<file path="src/rtl/cpu_sequencer_pkg.sv">
// Shared definitions for the sequencer and datapath: ALU opcodes, sequencer states,
// instruction field positions, the HALT word and the branch target table.
package cpu_sequencer_pkg;

    localparam int unsigned INSTR_W = 9;
    localparam int unsigned REG_AW  = 3;
    localparam int unsigned CNT_W   = 16;
    localparam int unsigned OPC_MSB = 8;
    localparam int unsigned OPC_LSB = 6;
    localparam int unsigned FA_MSB  = 5;
    localparam int unsigned FA_LSB  = 3;
    localparam int unsigned FB_MSB  = 2;
    localparam int unsigned FB_LSB  = 0;

    localparam logic [INSTR_W-1:0] HALT_WORD = 9'h1FF;

    typedef enum logic [2:0] {
        OP_ADD  = 3'd0,
        OP_XOR  = 3'd1,
        OP_AND  = 3'd2,
        OP_RSL  = 3'd3,
        OP_MOV  = 3'd4,
        OP_LD   = 3'd5,
        OP_ST   = 3'd6,
        OP_BLQZ = 3'd7
    } alu_op_e;

    typedef enum logic [1:0] {
        S_IDLE   = 2'd0,
        S_FETCH  = 2'd1,
        S_EXEC   = 2'd2,
        S_COMMIT = 2'd3
    } seq_state_e;

    typedef struct packed {
        logic              reg_wr;
        logic [REG_AW-1:0] wr_addr;
        logic              wb_mem;
        logic              mem_rd;
        logic              mem_wr;
    } commit_ctrl_t;

    // Branch targets selected by field B of a BLQZ
    function automatic logic [7:0] branch_target(input logic [REG_AW-1:0] idx);
        logic [7:0] t;
        case (idx)
            3'd0:    t = 8'h10;
            3'd1:    t = 8'h18;
            3'd2:    t = 8'h20;
            3'd3:    t = 8'h40;
            3'd4:    t = 8'h08;
            3'd5:    t = 8'hF0;
            3'd6:    t = 8'hFE;
            default: t = 8'h03;
        endcase
        return t;
    endfunction

    // Commit-cycle strobes for a non-HALT instruction
    function automatic commit_ctrl_t decode_commit(input logic [INSTR_W-1:0] ir);
        commit_ctrl_t c;
        c = '0;
        case (alu_op_e'(ir[OPC_MSB:OPC_LSB]))
            OP_ADD, OP_XOR, OP_AND, OP_RSL, OP_MOV: begin
                c.reg_wr  = 1'b1;
                c.wr_addr = ir[FA_MSB:FA_LSB];
            end
            OP_LD: begin
                c.reg_wr  = 1'b1;
                c.wr_addr = ir[FA_MSB:FA_LSB];
                c.wb_mem  = 1'b1;
                c.mem_rd  = 1'b1;
            end
            OP_ST:   c.mem_wr = 1'b1;
            default: c = '0;
        endcase
        return c;
    endfunction

endpackage

</file>
<file path="src/rtl/cpu_sequencer_if.sv">
// Sequencer <-> ROM/datapath bundle. cycleCount exists only with SEQ_CYCLE_COUNT_EN.
interface cpu_sequencer_if #(parameter int unsigned PC_W = 8);
    import cpu_sequencer_pkg::*;

    logic                start;
    logic [INSTR_W-1:0]  instr;
    logic                jumpFlag;
    logic [PC_W-1:0]     pc;
    logic [2:0]          aluOp;
    logic [REG_AW-1:0]   regRdA;
    logic [REG_AW-1:0]   regRdB;
    logic                regWrEn;
    logic [REG_AW-1:0]   regWrAddr;
    logic                wbSelMem;
    logic                memRdEn;
    logic                memWrEn;
    logic                busy;
    logic                done;
`ifdef SEQ_CYCLE_COUNT_EN
    logic [CNT_W-1:0]    cycleCount;
`endif

    modport master (
        input  start, instr, jumpFlag,
        output pc, aluOp, regRdA, regRdB, regWrEn, regWrAddr,
               wbSelMem, memRdEn, memWrEn, busy, done
`ifdef SEQ_CYCLE_COUNT_EN
        , output cycleCount
`endif
    );

    modport slave (
        output start, instr, jumpFlag,
        input  pc, aluOp, regRdA, regRdB, regWrEn, regWrAddr,
               wbSelMem, memRdEn, memWrEn, busy, done
`ifdef SEQ_CYCLE_COUNT_EN
        , input cycleCount
`endif
    );

endinterface

</file>
<file path="src/rtl/cpu_sequencer_branch_lut.sv">
// Combinational 8-entry BLQZ target table indexed by instruction field B.
module cpu_sequencer_branch_lut
    import cpu_sequencer_pkg::*;
#(
    parameter int unsigned PC_W = 8
) (
    input  logic [REG_AW-1:0] i_idx,
    output logic [PC_W-1:0]   o_target
);

    assign o_target = PC_W'(branch_target(i_idx));

endmodule

</file>
<file path="src/rtl/cpu_sequencer.sv">
// Multi-cycle FETCH/EXEC/COMMIT instruction sequencer for the 8-bit datapath.
// Optional cycle counter output enabled by defining SEQ_CYCLE_COUNT_EN.
module cpu_sequencer
    import cpu_sequencer_pkg::*;
#(
    parameter int unsigned PC_W = 8
) (
    input  logic            clock,
    input  logic            reset,
    cpu_sequencer_if.master bus
);

    seq_state_e          r_state;
    logic [PC_W-1:0]     r_pc;
    logic [INSTR_W-1:0]  r_ir;
    alu_op_e             r_alu_op;
    logic [REG_AW-1:0]   r_rd_a;
    logic [REG_AW-1:0]   r_rd_b;
    commit_ctrl_t        r_ctrl;
    logic                r_busy;
    logic                r_done;

    alu_op_e             w_fetch_op;
    logic                w_ir_is_blqz;
    logic [PC_W-1:0]     w_branch_target;

    assign w_fetch_op   = alu_op_e'(bus.instr[OPC_MSB:OPC_LSB]);
    assign w_ir_is_blqz = (alu_op_e'(r_ir[OPC_MSB:OPC_LSB]) == OP_BLQZ);

    cpu_sequencer_branch_lut #(.PC_W(PC_W)) u_branch_lut (
        .i_idx    (r_ir[FB_MSB:FB_LSB]),
        .o_target (w_branch_target)
    );

    always_ff @(posedge clock) begin
        if (reset) begin
            r_state  <= S_IDLE;
            r_pc     <= '0;
            r_ir     <= '0;
            r_alu_op <= OP_ADD;
            r_rd_a   <= '0;
            r_rd_b   <= '0;
            r_ctrl   <= '0;
            r_busy   <= 1'b0;
            r_done   <= 1'b0;
        end else begin
            case (r_state)
                S_IDLE: begin
                    if (bus.start) begin
                        r_state <= S_FETCH;
                        r_pc    <= '0;
                        r_busy  <= 1'b1;
                    end
                end
                // ALU controls are registered here so they are live throughout EXEC
                S_FETCH: begin
                    r_ir     <= bus.instr;
                    r_alu_op <= w_fetch_op;
                    r_rd_a   <= bus.instr[FA_MSB:FA_LSB];
                    r_rd_b   <= (w_fetch_op == OP_BLQZ) ? REG_AW'(0) : bus.instr[FB_MSB:FB_LSB];
                    r_done   <= (bus.instr == HALT_WORD);
                    r_state  <= S_EXEC;
                end
                S_EXEC: begin
                    if (r_ir == HALT_WORD) begin
                        r_done  <= 1'b0;
                        r_busy  <= 1'b0;
                        r_state <= S_IDLE;
                    end else begin
                        r_ctrl  <= decode_commit(r_ir);
                        r_state <= S_COMMIT;
                    end
                end
                S_COMMIT: begin
                    r_ctrl  <= '0;
                    r_pc    <= (w_ir_is_blqz && bus.jumpFlag) ? w_branch_target : r_pc + PC_W'(1);
                    r_state <= S_FETCH;
                end
                default: r_state <= S_IDLE;
            endcase
        end
    end

`ifdef SEQ_CYCLE_COUNT_EN
    logic [CNT_W-1:0] r_cycle_count;

    // Counts busy cycles of the current run, saturating
    always_ff @(posedge clock) begin
        if (reset) begin
            r_cycle_count <= '0;
        end else if (r_state == S_IDLE && bus.start) begin
            r_cycle_count <= '0;
        end else if (r_busy && r_cycle_count != {CNT_W{1'b1}}) begin
            r_cycle_count <= r_cycle_count + CNT_W'(1);
        end
    end

    assign bus.cycleCount = r_cycle_count;
`endif

    // Strobes are masked by reset so an aborted COMMIT never reaches the datapath
    assign bus.pc        = r_pc;
    assign bus.aluOp     = r_alu_op;
    assign bus.regRdA    = r_rd_a;
    assign bus.regRdB    = r_rd_b;
    assign bus.regWrEn   = r_ctrl.reg_wr & ~reset;
    assign bus.regWrAddr = r_ctrl.wr_addr;
    assign bus.wbSelMem  = r_ctrl.wb_mem;
    assign bus.memRdEn   = r_ctrl.mem_rd & ~reset;
    assign bus.memWrEn   = r_ctrl.mem_wr & ~reset;
    assign bus.busy      = r_busy;
    assign bus.done      = r_done & ~reset;

endmodule
</file>
<file path="src/flat_wrapper.sv">
// flat-port wrapper written by rule: the top's interface ports become plain ports
module cpu_sequencer_flat import cpu_sequencer_pkg::*;
#(
    parameter int unsigned PC_W = 8
)
  (clock, reset, bus_start, bus_instr, bus_jumpFlag, bus_pc, bus_aluOp, bus_regRdA, bus_regRdB, bus_regWrEn, bus_regWrAddr, bus_wbSelMem, bus_memRdEn, bus_memWrEn, bus_busy, bus_done);
  cpu_sequencer_if #(.PC_W(PC_W)) bus_i ();
  input  logic clock;
  input  logic reset;
  input wire logic [$bits(bus_i.start)-1:0] bus_start;
  input wire logic [$bits(bus_i.instr)-1:0] bus_instr;
  input wire logic [$bits(bus_i.jumpFlag)-1:0] bus_jumpFlag;
  output wire logic [$bits(bus_i.pc)-1:0] bus_pc;
  output wire logic [$bits(bus_i.aluOp)-1:0] bus_aluOp;
  output wire logic [$bits(bus_i.regRdA)-1:0] bus_regRdA;
  output wire logic [$bits(bus_i.regRdB)-1:0] bus_regRdB;
  output wire logic [$bits(bus_i.regWrEn)-1:0] bus_regWrEn;
  output wire logic [$bits(bus_i.regWrAddr)-1:0] bus_regWrAddr;
  output wire logic [$bits(bus_i.wbSelMem)-1:0] bus_wbSelMem;
  output wire logic [$bits(bus_i.memRdEn)-1:0] bus_memRdEn;
  output wire logic [$bits(bus_i.memWrEn)-1:0] bus_memWrEn;
  output wire logic [$bits(bus_i.busy)-1:0] bus_busy;
  output wire logic [$bits(bus_i.done)-1:0] bus_done;
  assign bus_i.start = bus_start;
  assign bus_i.instr = bus_instr;
  assign bus_i.jumpFlag = bus_jumpFlag;
  assign bus_pc = bus_i.pc;
  assign bus_aluOp = bus_i.aluOp;
  assign bus_regRdA = bus_i.regRdA;
  assign bus_regRdB = bus_i.regRdB;
  assign bus_regWrEn = bus_i.regWrEn;
  assign bus_regWrAddr = bus_i.regWrAddr;
  assign bus_wbSelMem = bus_i.wbSelMem;
  assign bus_memRdEn = bus_i.memRdEn;
  assign bus_memWrEn = bus_i.memWrEn;
  assign bus_busy = bus_i.busy;
  assign bus_done = bus_i.done;
  cpu_sequencer #(.PC_W(PC_W)) u_core (.clock(clock), .reset(reset), .bus(bus_i));
endmodule
</file>
<file path="config.mk">
export PLATFORM = sky130hd
export DESIGN_NAME = cpu_sequencer_flat
export DESIGN_NICKNAME = d
export VERILOG_FILES = /design/src/rtl/cpu_sequencer_pkg.sv /design/src/rtl/cpu_sequencer_if.sv /design/src/rtl/cpu_sequencer_branch_lut.sv /design/src/rtl/cpu_sequencer.sv /design/src/flat_wrapper.sv
export SDC_FILE = /design/constraint.sdc
export NUM_CORES = 1
export LEC_CHECK = 0
export CORE_AREA = 5 5 70 56
export CTS_BUF_LIST = sky130_fd_sc_hd__clkbuf_4 sky130_fd_sc_hd__clkbuf_8
export CTS_CLUSTER_SIZE = 20
export DETAILED_ROUTE_END_ITERATION = 7
export DIE_AREA = 0 0 75 61
export GPL_ROUTABILITY_DRIVEN = 0
export PLACE_DENSITY_LB_ADDON = 0.05
export SYNTH_ARGS = -nofsm -noshare
export SYNTH_HDL_FRONTEND = slang
export SYNTH_SLANG_ARGS = --single-unit
</file>
<file path="constraint.sdc">
create_clock -name clock -period 2.29 [get_ports clock]
set_input_delay 0.458 -clock clock [delete_from_list [all_inputs] [get_ports clock]]
set_output_delay 0.458 -clock clock [all_outputs]
set_load 0.005 [all_outputs]
</file>
# == Word level (Yosys, flattened, before mapping) ==
# Cells that the tools add are included.
# W data, S select, Z words.
# word_totals
output_inout_bits,26
latchBits,0
mem_count,0
mem_bits_ro,0
register_bits,37
wordCells,71
mem_bits_rw,0
# op_classes
mux,17
magnitude_cmp,0
addsub,1
bitwise,5
multipliers,0
n_eq_ne,22
reduce_logical,13
shift,0
div,0
# ops
cell,count
$pmux W8 S7,1
$eq A3 B3 Y1 const B,8
$eq A9 B9 Y1 const B,2
$mux W8,2
$pmux W8 S2,1
$pmux W7 S2,1
$eq A3 B2 Y1 const B,4
$add A8 B1 Y8 const B,1
$pmux W2 S4,1
$reduce_bool A2 Y1,4
$mux W7,1
$eq A3 B1 Y1 const B,2
$logic_not A3 Y1,2
$mux W2,3
$reduce_and A2 Y1,3
$reduce_or A6 Y1,1
$and A1 B1 Y1,4
$eq A2 B2 Y1 const B,2
$mux W4,1
$ne A2 B2 Y1 const B,2
$pmux W1 S2,2
$mux W1,3
$mux W3,1
$reduce_and A3 Y1,1
5 further kinds,5

# == Depth between registers and ports, before layout ==
# Gate-level depths: netlist of run 1.
# depth
depth_word,5
mapped_depth,7
depth_no_buf,6

# == Cells and area by module ==
# Synthesis of run 1 repeated with hierarchy kept, for this count alone.
# hier_totals
cells_unflattened,195
area_unflattened_um2,1716.6
# modules_own_cells
mod,area_each_um2,n_inst,cells_each,seq_area_each_um2
cpu_sequencer,1596.5,1,178,600.6
cpu_sequencer_branch_lut,120.1,1,17,0.0

# == Worst setup path before layout of run 1 ==
# No wires, ideal clock.
# synth_path
kind,reg2reg
from,reg u_core.r_state[1]
to,reg u_core.r_pc[7] (netlist: u_core.bus.pc[7])
path_buffers,0
stages_incl_launch_ff,7
synth_period_minus_slack_ns,1.572
arrival_time_ns,1.455
setup_slack_ns,0.718
cell_sequence,dfxtp_1 inv_1 ha_1 mux2i_1 and2b_1 a31o_2 a22o_1
# synth_via
elab_chain_cells,3
word_cells_on_any_way,6
classes_between,eq/ne: 2; mux: 1; reduce/logical: 3
# synth_rtl
item,line,text
"start, declared",cpu_sequencer.sv:13,seq_state_e r_state;
"start signal, assigned",cpu_sequencer.sv:37,r_state <= S_IDLE;
"start signal, assigned",cpu_sequencer.sv:50,r_state <= S_FETCH;
"start signal, assigned",cpu_sequencer.sv:62,r_state <= S_EXEC;
$eq A2 B2 Y1 or $logic_not A2 Y1 (tied branches),cpu_sequencer.sv:47,case (r_state)
$reduce_bool A2 Y1 (no source line) or $ne A2 B2 Y1 (tied branches),n/a,
$reduce_and A2 Y1 (no source line),n/a,
"end signal, assigned",cpu_sequencer.sv:76,r_pc <= (w_ir_is_blqz && bus.jumpFlag) ? w_branch_target : r_pc + PC_W'(1);
"end, declared",cpu_sequencer.sv:14,logic [PC_W-1:0] r_pc;
# Several ways; a longest one is shown, not always the timed one.
# A chain may end at the register's enable or synchronous reset.

# == Final worst setup path of run 1 ==
# layout_path
from,in reset
to,out bus_done
# layout_via
elab_chain_cells,2
# layout_rtl
item,line,text
"start, declared",flat_wrapper.sv:9,input logic reset;
$not A1 Y1,cpu_sequencer.sv:112,assign bus.done = r_done & ~reset;
$and A1 B1 Y1,cpu_sequencer.sv:112,
"end, declared",flat_wrapper.sv:23,output wire logic [$bits(bus_i.done)-1:0] bus_done;
# No other way between the ends.

==> reports/results.txt, run 1 <==
For this design, the sink count on the clock tree is 30. The number of antenna diodes in the final layout is 0. The ratio of final minimum period to clock period is 95.9%. In this run the count of I/O pins placed on the die edge is 39. Of the total power, the share spent switching nets is 27.3%. Setup repair after global routing left no endpoint under its margin. The mean cell area of the mapped netlist is 8.52 µm², and the setup total negative slack is 0 ps.

Leaving out fill and tap cells, the most frequent cells in the layout are sky130_fd_sc_hd__clkdlybuf4s50_1 (38), sky130_fd_sc_hd__dfxtp_1 (30), sky130_fd_sc_hd__nand2_1 (16). Timing analysis after detailed placement gives a worst setup slack of 83.8 ps. The number of design rule violations left after detail routing is 0.

For this run, the detailed router's first-pass iteration total came to 4. After synthesis, the share of flip-flops with an asynchronous set or reset is 0%. In this run the post-CTS setup repair buffer count came out at 0. Cells with a size suffix above 1 make up 10.0% of the layout. The logs give 4020 µm for the final wirelength and 262 for the instance count after placement with tap cells included. In the post-route analysis, the smallest setup slack over all paths is 94.8 ps.

The critical path is of the input pin to output pin type. The internal power of the cells totals 0.939 mW. The die covers 4580 µm². Sequential cell area fraction in the yosys report: 36.1%. The tools report the worst slew margin relative to its limit as 62.6%. Walking the worst path, the cells encountered are clkdlybuf4s50_1, nor2b_1, clkdlybuf4s50_1. The leakage power was 0.805 nW. The logs give 0 for the count of hold-fix buffers inserted at cts and 195 for the number of instances in the synthesized netlist.

Detailed placement ended at an HPWL of 3110 µm. With fillers left out, the area of the finished cells amounts to 2120 µm². The post-synthesis sequential element count works out to 30. After floorplanning, the core was divided into 18 placement rows. The run gives 0 as the number of instances resized during post-cts repair. The tools report the post-synthesis cell type count as 43.

The count of endpoints failing hold in the final timing report is 0. In this run the clock root is driven by a sky130_fd_sc_hd__clkbuf_8. Measured on the finished design, the core utilization comes to 66.9%. In this design, the stage delay of the slowest critical-path cell is 540 ps. For the number of maximum-capacitance constraint violations, the log shows 0.

The number of global-route vias before repair was 1482. When the netlist entered floorplanning its net count stood at 213. In this run the deepest clock path goes through 2 buffers. In this run, the clock network consumes 34.7% of the power.

The cell area that synthesis handed to floorplanning was 1660 µm². Of all nets on the critical path, the largest fanout is 7. From left edge to right edge, the die measures 75 µm.

Once the floorplan was initialized, standard cells occupied 52.3% of the core. The finished layout holds 270 standard cells, fillers aside. VDD sags by at most 0.000414 V. For the worst setup path, the data arrival time is 1740 ps.

The tools report the number of nets in the final layout as 247. After detailed routing, the average wire length per cell comes to 14.9 µm. Once detail routing completed, the nets flagged for antenna violations numbered 0. Global routing finished with a remaining overflow of 0.

TritonCTS built the clock tree. The power density of the placed cells is 608 nW/µm², and the total routing resource utilization after global routing is 20.0%. The die is 61 µm tall.

The logs give 174 for the starting DRC count in detailed routing and 3.23 ps for the worst setup skew after layout. The worst hold-check path type is flop to flop. The tools report the yosys synthesis warning count as 0.

Entering global routing, the biggest net connects 14 pins. From synthesis to final layout, the design area changed by 27.9%. The analysis attributes to net switching a power of 0.353 mW.

The floorplan step defined a core boundary enclosing 3180 µm². After detailed placement, the total cell area comes to 2030 µm². The run gives 1485 as the total number of vias. The run gives 2 as the depth of the CTS H-tree. Setup violations remaining at the end of the flow were counted as 0. For the pin with the worst max-slew slack, the measured transition is 554 ps. At the later pin of the worst-skew pair, clock insertion delay measures 270 ps. The number of antenna violations at the first check in global routing was 0. The flow ran to the end, and the final reports show no timing, DRC or antenna violations. The first-pass GRT wire length is 6980 µm. The library cell used most frequently in the layout, excluding fill and tap cells, is sky130_fd_sc_hd__clkdlybuf4s50_1.

The combinational cell fraction of total power is 19.4%, and the clock transition at the register clock pins on the worst setup and hold paths after CTS is 70 ps. Number of enable flip-flop cells after synthesis: 0. The data required time of the critical path was 1830 ps. STA classifies the critical path endpoint as an output pin. The count of pins over their slew limit is 0. The minimum period implied by the final worst setup slack is 2200 ps. The TritonCTS buffer count was 5.

The average via count per standard cell is 5.50, and the share of total power in sequential cells is 45.9%. Buffers placed on the I/O ports in this run total 38. In the synthesized netlist the dominant register cell turns out to be sky130_fd_sc_hd__dfxtp_1.

Among the stages of the critical path, the cell type that occurs most often is sky130_fd_sc_hd__clkdlybuf4s50_1. The type of element launching the critical path is an input pin. Timing would allow up to 0.456 GHz.

On the critical path, the stage with the largest delay is an instance of sky130_fd_sc_hd__clkdlybuf4s50_1.
[synth_stat cells, types with 3 or more instances]
cell type                  number  area, µm²
sky130_fd_sc_hd__a21o_1         3       22.5
sky130_fd_sc_hd__mux2i_1       11        110
sky130_fd_sc_hd__nand3_1       10       50.1
sky130_fd_sc_hd__o21ai_0        6       30.0
sky130_fd_sc_hd__dfxtp_1       30        601
sky130_fd_sc_hd__ha_1           5       62.6
sky130_fd_sc_hd__nand2b_1       4       25.0
sky130_fd_sc_hd__a21oi_1       12       60.1
sky130_fd_sc_hd__a31oi_1        4       25.0
sky130_fd_sc_hd__nor3_1         5       25.0
sky130_fd_sc_hd__nand4_1        5       31.3
sky130_fd_sc_hd__inv_1          7       26.3
sky130_fd_sc_hd__nand2_1       16       60.1
sky130_fd_sc_hd__clkbuf_1       4       15.0
sky130_fd_sc_hd__nor2_1        15       56.3
sky130_fd_sc_hd__a22o_1         5       43.8
sky130_fd_sc_hd__buf_4         13       97.6
sky130_fd_sc_hd__nor2b_1        7       43.8
[power by group through the flow]
stage	sequential (mW)	combinational [mW]	clock [mW]
after detailed placement	0.603	0.248	0
final	0.593	0.251	0.448
after global placement	0.602	0.242	0
after global routing	0.599	0.274	0.487
after CTS	0.592	0.249	0.456
after floorplan	0.584	0.178	0
[layout make-up]
class	count	area, µm²
Clock inverter	1	5.00
Inverter	7	26.3
Timing Repair Buffer	46	440
Sequential cell	30	601
Clock buffer	7	90.1
Multi-Input combinational cell	139	912
Fill cell	268	1050
Tap cell	40	50.0
[worst paths after layout]
| check | startpoint | to | slack, ps | cells past startpoint |
|---|---|---|---|---|
| setup reg to reg | u_core.r_state[1]$_SDFFE_PP0P_ | u_core.r_ctrl[0]$_SDFFE_PP0P_ | 500 | 5 |
| hold reg to reg | u_core.bus.regRdB[2]$_SDFFE_PP0P_ | u_core.bus.regRdB[2]$_SDFFE_PP0P_ | 470 | 2 |
| hold / removal | u_core.bus.regRdB[2]$_SDFFE_PP0P_ | u_core.bus.regRdB[2]$_SDFFE_PP0P_ | 470 | 2 |
| setup / recovery | reset | bus_done | 90 | 3 |
[flip-flops by register name (all words and copies together), names as in the netlist]
signal / flops
u_core.bus.pc: 8
u_core.r_done: 1
u_core.bus.busy: 1
u_core.bus.regRdB: 3
u_core.bus.regWrAddr: 3
u_core.r_ir: 4
u_core.bus.aluOp: 3
u_core.bus.regRdA: 2
u_core.r_ctrl: 3
u_core.r_state: 2
[kinds of logic (layout without fill, tap and decap cells)]
family,after synthesis,in the layout,synth area share (%)
XOR/XNOR,3,3,1.58
buffers and inverters,26,61,8.96
AND/OR/NAND/NOR,78,78,25.0
flip-flops,30,30,36.1
AO/OA/AOI/OAI,42,42,17.9
adder cells (fa/ha/maj),5,5,3.77
multiplexers,11,11,6.63
[per-layer routing]
metal,vias up,track usage (%),wire (µm)
li1,752,-,-
met1,698,26.9,1980
met2,33,32.3,1840
met3,2,5.30,192
met4,0,4.06,15
met5,-,0,0
[worst max-delay path: cells and delay by family]
kind,cells,cell delay [ps]
buffers and inverters,2,1060
AND/OR/NAND/NOR,1,210
[metrics by stage]
stage / hold WS (ps) / power (mW)
floorplan: 444 / 0.763
global placement: 453 / 0.844
detailed placement: 458 / 0.851
CTS: 470 / 1.30
global route: 496 / 1.36
finish: 469 / 1.29
No activity file was read; power rests on OpenSTA's default activity.
==> run 2, diff against run 1 <==
--- a/config.mk
+++ b/config.mk
@@ -12,6 +12,7 @@
 export DIE_AREA = 0 0 75 61
 export GPL_ROUTABILITY_DRIVEN = 0
 export PLACE_DENSITY_LB_ADDON = 0.05
+export SKIP_LAST_GASP = 1
 export SYNTH_ARGS = -nofsm -noshare
 export SYNTH_HDL_FRONTEND = slang
 export SYNTH_SLANG_ARGS = --single-unit
==> results of run 2 <==
Final layout, timing and power as in run 1 (identical DEF).
==> run 3, diff against run 2 <==
--- a/config.mk
+++ b/config.mk
@@ -12,7 +12,6 @@
 export DIE_AREA = 0 0 75 61
 export GPL_ROUTABILITY_DRIVEN = 0
 export PLACE_DENSITY_LB_ADDON = 0.05
-export SKIP_LAST_GASP = 1
 export SYNTH_ARGS = -nofsm -noshare
 export SYNTH_HDL_FRONTEND = slang
 export SYNTH_SLANG_ARGS = --single-unit
==> results of run 3 <==
Final layout, timing and power as in run 1 (identical DEF).
